===== config.mk =====
export PLATFORM = sky130hd
export DESIGN_NAME = mem_port_arbiter
export DESIGN_NICKNAME = d
export VERILOG_FILES = /design/src/rtl/mem_port_arbiter.sv
export SDC_FILE = /design/constraint.sdc
export NUM_CORES = 1
export LEC_CHECK = 0
export CAP_MARGIN = 10
export CORE_AREA = 2 2 105 82
export DETAILED_ROUTE_END_ITERATION = 12
export DIE_AREA = 0 0 107 84
export GPL_TIMING_DRIVEN = 1
export PLACE_DENSITY = 0.8
export SYNTH_ARGS = -nofsm -noshare
export SYNTH_HDL_FRONTEND = slang
export SYNTH_SLANG_ARGS = --single-unit

===== constraint.sdc =====
create_clock -name Clk -period 2.9 [get_ports Clk]
set_input_delay 0.29 -clock Clk [delete_from_list [all_inputs] [get_ports Clk]]
set_output_delay 0.29 -clock Clk [all_outputs]
set_load 0.02 [all_outputs]

===== src/rtl/mem_port_arbiter.sv =====
// Round-robin arbiter sharing one AXIMaster command port among three requesters.
// Serves one transaction at a time and releases a stuck owner via a completion watchdog.
module mem_port_arbiter #(
    parameter int ADDR_WIDTH     = 32,
    parameter int TIMEOUT_CYCLES = 1024
) (
    input  logic                    Clk,
    input  logic                    Rst,
    input  logic [2:0]              Req,
    input  logic [2:0]              ReqWrite,
    input  logic [3*ADDR_WIDTH-1:0] ReqAddr,
    output logic [2:0]              Grant,
    output logic [2:0]              Done,
    output logic [2:0]              Error,
    output logic [ADDR_WIDTH-1:0]   AXIAddr,
    output logic                    StartAXIRead,
    output logic                    StartAXIWrite,
    input  logic                    AXIReadCompleted,
    input  logic                    AXIWriteCompleted,
    output logic                    Busy
);

    localparam int TW = (TIMEOUT_CYCLES > 1) ? $clog2(TIMEOUT_CYCLES) : 1;
    localparam logic [TW-1:0] TIMER_LAST = TW'((TIMEOUT_CYCLES == 0) ? 0 : TIMEOUT_CYCLES - 1);

    typedef enum logic [1:0] {IDLE, ISSUE, WAIT, RELEASE} state_t;

    state_t        state;
    logic [1:0]    sel;
    logic [1:0]    last;
    logic          wr;
    logic [TW-1:0] timer;
    logic [1:0]    pick;
    logic          completed;

    // First set request bit searching upward from the slot after the last served one.
    function automatic logic [1:0] rr_pick(input logic [2:0] req, input logic [1:0] prev);
        logic [1:0] idx;
        rr_pick = 2'd0;
        for (int k = 3; k >= 1; k--) begin
            idx = 2'((int'(prev) + k) % 3);
            if (req[idx])
                rr_pick = idx;
        end
    endfunction

    always_comb begin
        pick      = rr_pick(Req, last);
        completed = wr ? AXIWriteCompleted : AXIReadCompleted;
    end

    always_ff @(posedge Clk or posedge Rst) begin
        if (Rst) begin
            state         <= IDLE;
            sel           <= 2'd0;
            last          <= 2'd2;
            wr            <= 1'b0;
            timer         <= '0;
            Grant         <= 3'b000;
            Done          <= 3'b000;
            Error         <= 3'b000;
            AXIAddr       <= '0;
            StartAXIRead  <= 1'b0;
            StartAXIWrite <= 1'b0;
            Busy          <= 1'b0;
        end else begin
            StartAXIRead  <= 1'b0;
            StartAXIWrite <= 1'b0;
            Done          <= 3'b000;
            Error         <= 3'b000;
            case (state)
                IDLE: begin
                    if (|Req) begin
                        // Start pulse is registered here so it is visible during ISSUE.
                        sel           <= pick;
                        wr            <= ReqWrite[pick];
                        AXIAddr       <= ReqAddr[int'(pick)*ADDR_WIDTH +: ADDR_WIDTH];
                        Grant         <= 3'b001 << pick;
                        StartAXIWrite <= ReqWrite[pick];
                        StartAXIRead  <= ~ReqWrite[pick];
                        Busy          <= 1'b1;
                        state         <= ISSUE;
                    end
                end
                ISSUE: begin
                    timer <= '0;
                    state <= WAIT;
                end
                WAIT: begin
                    if (completed) begin
                        Done  <= Grant;
                        state <= RELEASE;
                    end else if (TIMEOUT_CYCLES != 0 && timer == TIMER_LAST) begin
                        Error <= Grant;
                        state <= RELEASE;
                    end else begin
                        timer <= timer + 1'b1;
                    end
                end
                RELEASE: begin
                    Grant <= 3'b000;
                    last  <= sel;
                    Busy  <= 1'b0;
                    state <= IDLE;
                end
                default: state <= IDLE;
            endcase
        end
    end

endmodule

After elaboration in Yosys (flattened, before gate mapping)
Index checks and enable logic that the tools add are counted.
Widths: inputs -> output; s select.

word-level totals
  bits in registers = 61
  input bits = 106
  logic and storage cells = 74

cells by class
  add/subtract/negate cells = 4
  divide/modulo/power cells = 3
  $lt $le $gt $ge = 4
  equality and inequality tests = 8
  shift-type cells = 2
  multiplexer cells = 32
  bitwise operators = 1
  reduce and logical (&&, ||, !) cells = 8

operators by type and width
  kind                   count
  $mod 32x3->32 const B  3
  $shiftx 96x8->32       1
  $mux 10                2
  $pmux 10 s2            1
  $mux 3                 6
  $lt 2x3->1 const B     4
  $mux 2                 6
  $add 10x1->10 const B  1
  $eq 10x10->1 const B   1
  $mux 1                 10
  $bmux 1 s2             4
  $pmux 2 s4             1
  $add 2x2->3 const B    2
  $ne 2x2->1 const B     3
  $pmux 3 s2             1
  $reduce_and 2->1       3
  $eq 2x2->1 const B     2
  $reduce_bool 2->1      2
  $add 2x1->3 const B    1
  $ne 3x3->1 const B     1
  $reduce_and 3->1       1
  $reduce_or 3->1        1
  $shl 1x2->3 const A    1
  $eq 2x1->1 const B     1
  3 further kinds        3

Logic depth before layout (Yosys ltp)
  word-level depth = 12
  gate-level depth with buffers = 10
  gate-level depth less buffers = 7

Least setup slack after synthesis
No wires, ideal clock.

  path type = flip-flop to flip-flop
  from = register last[1]
  to = register AXIAddr[10]
  data arrival time = 1974 ps
  required time = 2765 ps
  setup slack = 791 ps
  cell stages (with the launch flop) = 11
  path buffers = 3
  period minus slack after synthesis = 2109 ps
  cells stage by stage = dfstp_2 -> inv_1 -> ha_1 -> buf_2 -> mux2i_1 -> nor2_1 -> o31ai_1 -> buf_4 -> buf_6 -> mux2i_1 -> o22ai_1

on the way
  longest elaborated chain between the ends = 8
  elaborated cells between the ends (all ways) = 16
  those cells by class = add/sub: 3; div: 3; shift: 1; mux: 9

RTL lines
  element                       line  text
  start, declared               30    logic [1:0] last;
  start signal, assigned        102   last <= sel;
  $add 2x2->3                   41    idx = 2'((int'(prev) + k) % 3);
  $mod 32x3->32                 41
  $bmux 1 s2                    42    if (req[idx])
  $mux 1 (not written as such)  42
  $mux 2 (2 in series)          42
  $mux 2 *                      42
  $shiftx 96x8->32 *            77    AXIAddr <= ReqAddr[int'(pick)*ADDR_WIDTH +: ADDR_WIDTH];
  end signal, assigned          77
  end, declared                 15    output logic [ADDR_WIDTH-1:0] AXIAddr,

Mark *: on every way between the ends. The rest lies on a longest branch, timed or not. The select of a mux whose other input is x is not followed.
A chain may end at the register's enable or synchronous reset.

Worst setup path after layout
  from = register last[0]
  to = register AXIAddr[24]

Same word-level chain as after synthesis.

==> results.py <==
metrics = {
    "clock_tree": {
        "cts_resized": 0,
        "ctsHoldBuffers": 0,
        "cts_root_buf": "clkbuf_8",
        "cts_sinks": 61,
        "cts_setup_buffers": 0,
        "numCtsBuffers": 9,
        "clk_pin_slew_worst_paths_ps": 70,
        "h-tree-depth": 3,
        "clkLatencyLatePin_ps": 330,
        "cts_tree": "done",
        "cts.path.max_buffers": 2,
    },
    "routing": {
        "drt_iter0_drc": 120,
        "vias_per_cell": 5.27,
        "via_count": 3154,
        "firstDrtPassIters": 4,
        "drc": 0,
        "routed_wl_mm": 9.72,
        "ant_nets": 0,
        "wl_per_cell_um": 16.3,
    },
    "grt": {
        "grt_max_degree": 35,
        "grt_overflow_total": 0,
        "grt_pass1_wl_mm": 15.6,
        "grt.total_usage_pct": 22.0,
        "antenna_found_initial": 0,
        "grt_pass1_vias": 3277,
    },
    "sta": {
        "period_needed_ps": 2500,
        "hold_viol_final": 0,
        "fmax_mhz": 401,
        "rsz0062_at_grt": "false",
        "hold_slack_ps": 353,
        "fin_setup_tns_ps": 0,
        "fin_ws_ps": 404,
        "drv_slew": 0,
        "period_share_pct": 86.1,
        "slew_headroom_pct": 50.5,
        "setup_viol": 0,
        "max_slew.worst_pin.slew_ps": 741,
        "skew_ps": 10.6,
    },
    "floorplanning": {
        "die_w_um": 107,
        "coreArea_sq_um": 8090,
        "initial_core_util_pct": 40.2,
        "dieArea_sq_um": 8990,
        "placementRows": 29,
        "io_pins": 150,
        "die_y_um": 84,
    },
    "pwr": {
        "peakVddDrop_mv": 0.580,
        "p_leak_uw": 0.00214,
        "power_uw": 5400,
        "power_density_nw_per_um2": 1050,
    },
    "synth": {
        "ys_async_sr_fraction_pct": 100,
        "synth_area_leader_cell": "dfrtp_1",
        "synthCells": 337,
        "synthesis.area_sq_um": 3250,
        "avgSynthCellArea_sq_um": 9.65,
        "ys_seq_area_share_pct": 47.0,
        "synth_top_area_share_pct": 46.2,
        "yosysWarnings": 0,
        "synth_flop_cell": "dfrtp_1",
        "synthTopCellsByArea": "dfrtp_1 (46%), mux2i_1 (11%), o22ai_1 (6.2%), a21oi_1 (5.7%), nor2_1 (5.7%)",
        "synthDistinctLibCells": 41,
        "synth_fp_nets": 452,
        "ys_seq_elements": 61,
        "synth-edff-count": 0,
    },
    "final_layout": {
        "layout_commonest_cell": "clkdlybuf4s50_1",
        "num-nets-final": 601,
        "fin_cells": 598,
        "final_cell_mix": "clkdlybuf4s50_1 (149), dfrtp_1 (60), nor2_1 (49)",
        "n_antenna_cell": 0,
        "syn_to_final_growth_pct": 57.6,
        "drive_gt1_share_pct": 7.14,
    },
    "worst_setup_path": {
        "path_class": "flop to flop",
        "worstPathRequired_ps": 3100,
        "crit_fanout": 12,
        "worstSetupStartpointType": "flop",
        "critPathArrivalTime_ps": 2690,
        "cp-end-kind": "flop",
    },
    "placement": {
        "io_buffers": 149,
        "place_ws_ps": 409,
        "dp_hpwl_mm": 7.30,
        "placedCellCount": 583,
        "gp_congestion": 0.887,
    },
    "outcome": {
        "status": "finished, final reports clean",
    },
    "flow_run": {
        "maxCapViolCount": 0,
    },
    "min_path": {
        "holdCritPathClass": "input port to asynchronous set/reset pin",
    },
}
==> report_power, final <==
group	total [uW]	switching, uW	internal, uW
sequential	1400	205	1200
combinational	3130	1710	1420
clock	867	317	550
==> cells in the mapped netlist, types with 5 or more instances <==
cell / n
nand2_1: 15
nor2_1: 49
ha_1: 9
o21ai_0: 9
nor2b_1: 6
a21oi_1: 37
o22ai_1: 32
mux2i_1: 36
dfrtp_1: 60
inv_1: 10
clkbuf_1: 12
o31ai_1: 5
==> metrics by stage <==
step / utilization, % / instance area (sq um)
floorplan: - / 3250
global placement: 60.5 / 4890
detailed placement: 60.5 / 4890
CTS: 63.4 / 5130
global route: 63.4 / 5130
finish: 63.4 / 5130
==> critical path, stage by stage (launching register included) <==
cell and delay (ps):
dfrtp_1 380, inv_1 90, ha_1 430, and3b_1 270
o32ai_1 470, o31ai_4 190, buf_4 210, mux2i_1 220
o22ai_1 110
==> registers in the layout, indices dropped and copies added (netlist names) <==
signal	count
Error	3
last	2
Grant	3
state	2
Done	3
Busy	1
StartAXIWrite	1
StartAXIRead	1
wr	1
AXIAddr	32
timer	10
sel	2
==> final cells by class <==
cell class	count	area (sq um)
Inverter	10	37.5
Sequential cell	61	1530
Clock buffer	12	165
Clock inverter	3	67.6
Fill cell	681	2960
Tap cell	108	135
Timing Repair Buffer	160	1600
Multi-Input combinational cell	244	1600
==> cell families (layout without fill, tap and decap cells) <==
family          count (synthesis)  after routing  share of synthesized area, %
fa+ha+maj                       9              9                          3.46
xor+xnor                        7              7                          1.88
mux                            38             38                          11.8
flops                          61             61                          47.0
simple gates                   95             95                          13.3
buf+inv                        32            185                          4.65
compound gates                 95             95                          17.9
==> worst paths after layout <==
check                      cells after the start          end     from  slack, ps
max in group asynchronous                      3      last[1]      Rst       1880
min reg2reg                                    2       sel[1]   sel[1]        490
min in group Clk                               2       sel[1]   sel[1]        490
max reg2reg                                    8  AXIAddr[24]  last[0]        400
max                                            8  AXIAddr[24]  last[0]        400
min                                            2  AXIAddr[28]      Rst        350
==> layer usage <==
layer,up-vias,global-route usage [%],wire [um]
li1,1514,-,-
met1,1498,26.4,3990
met2,133,37.7,4750
met3,9,7.18,837
met4,0,6.73,146
met5,-,0,0
Note: power is estimated with default switching activity, not from simulation.
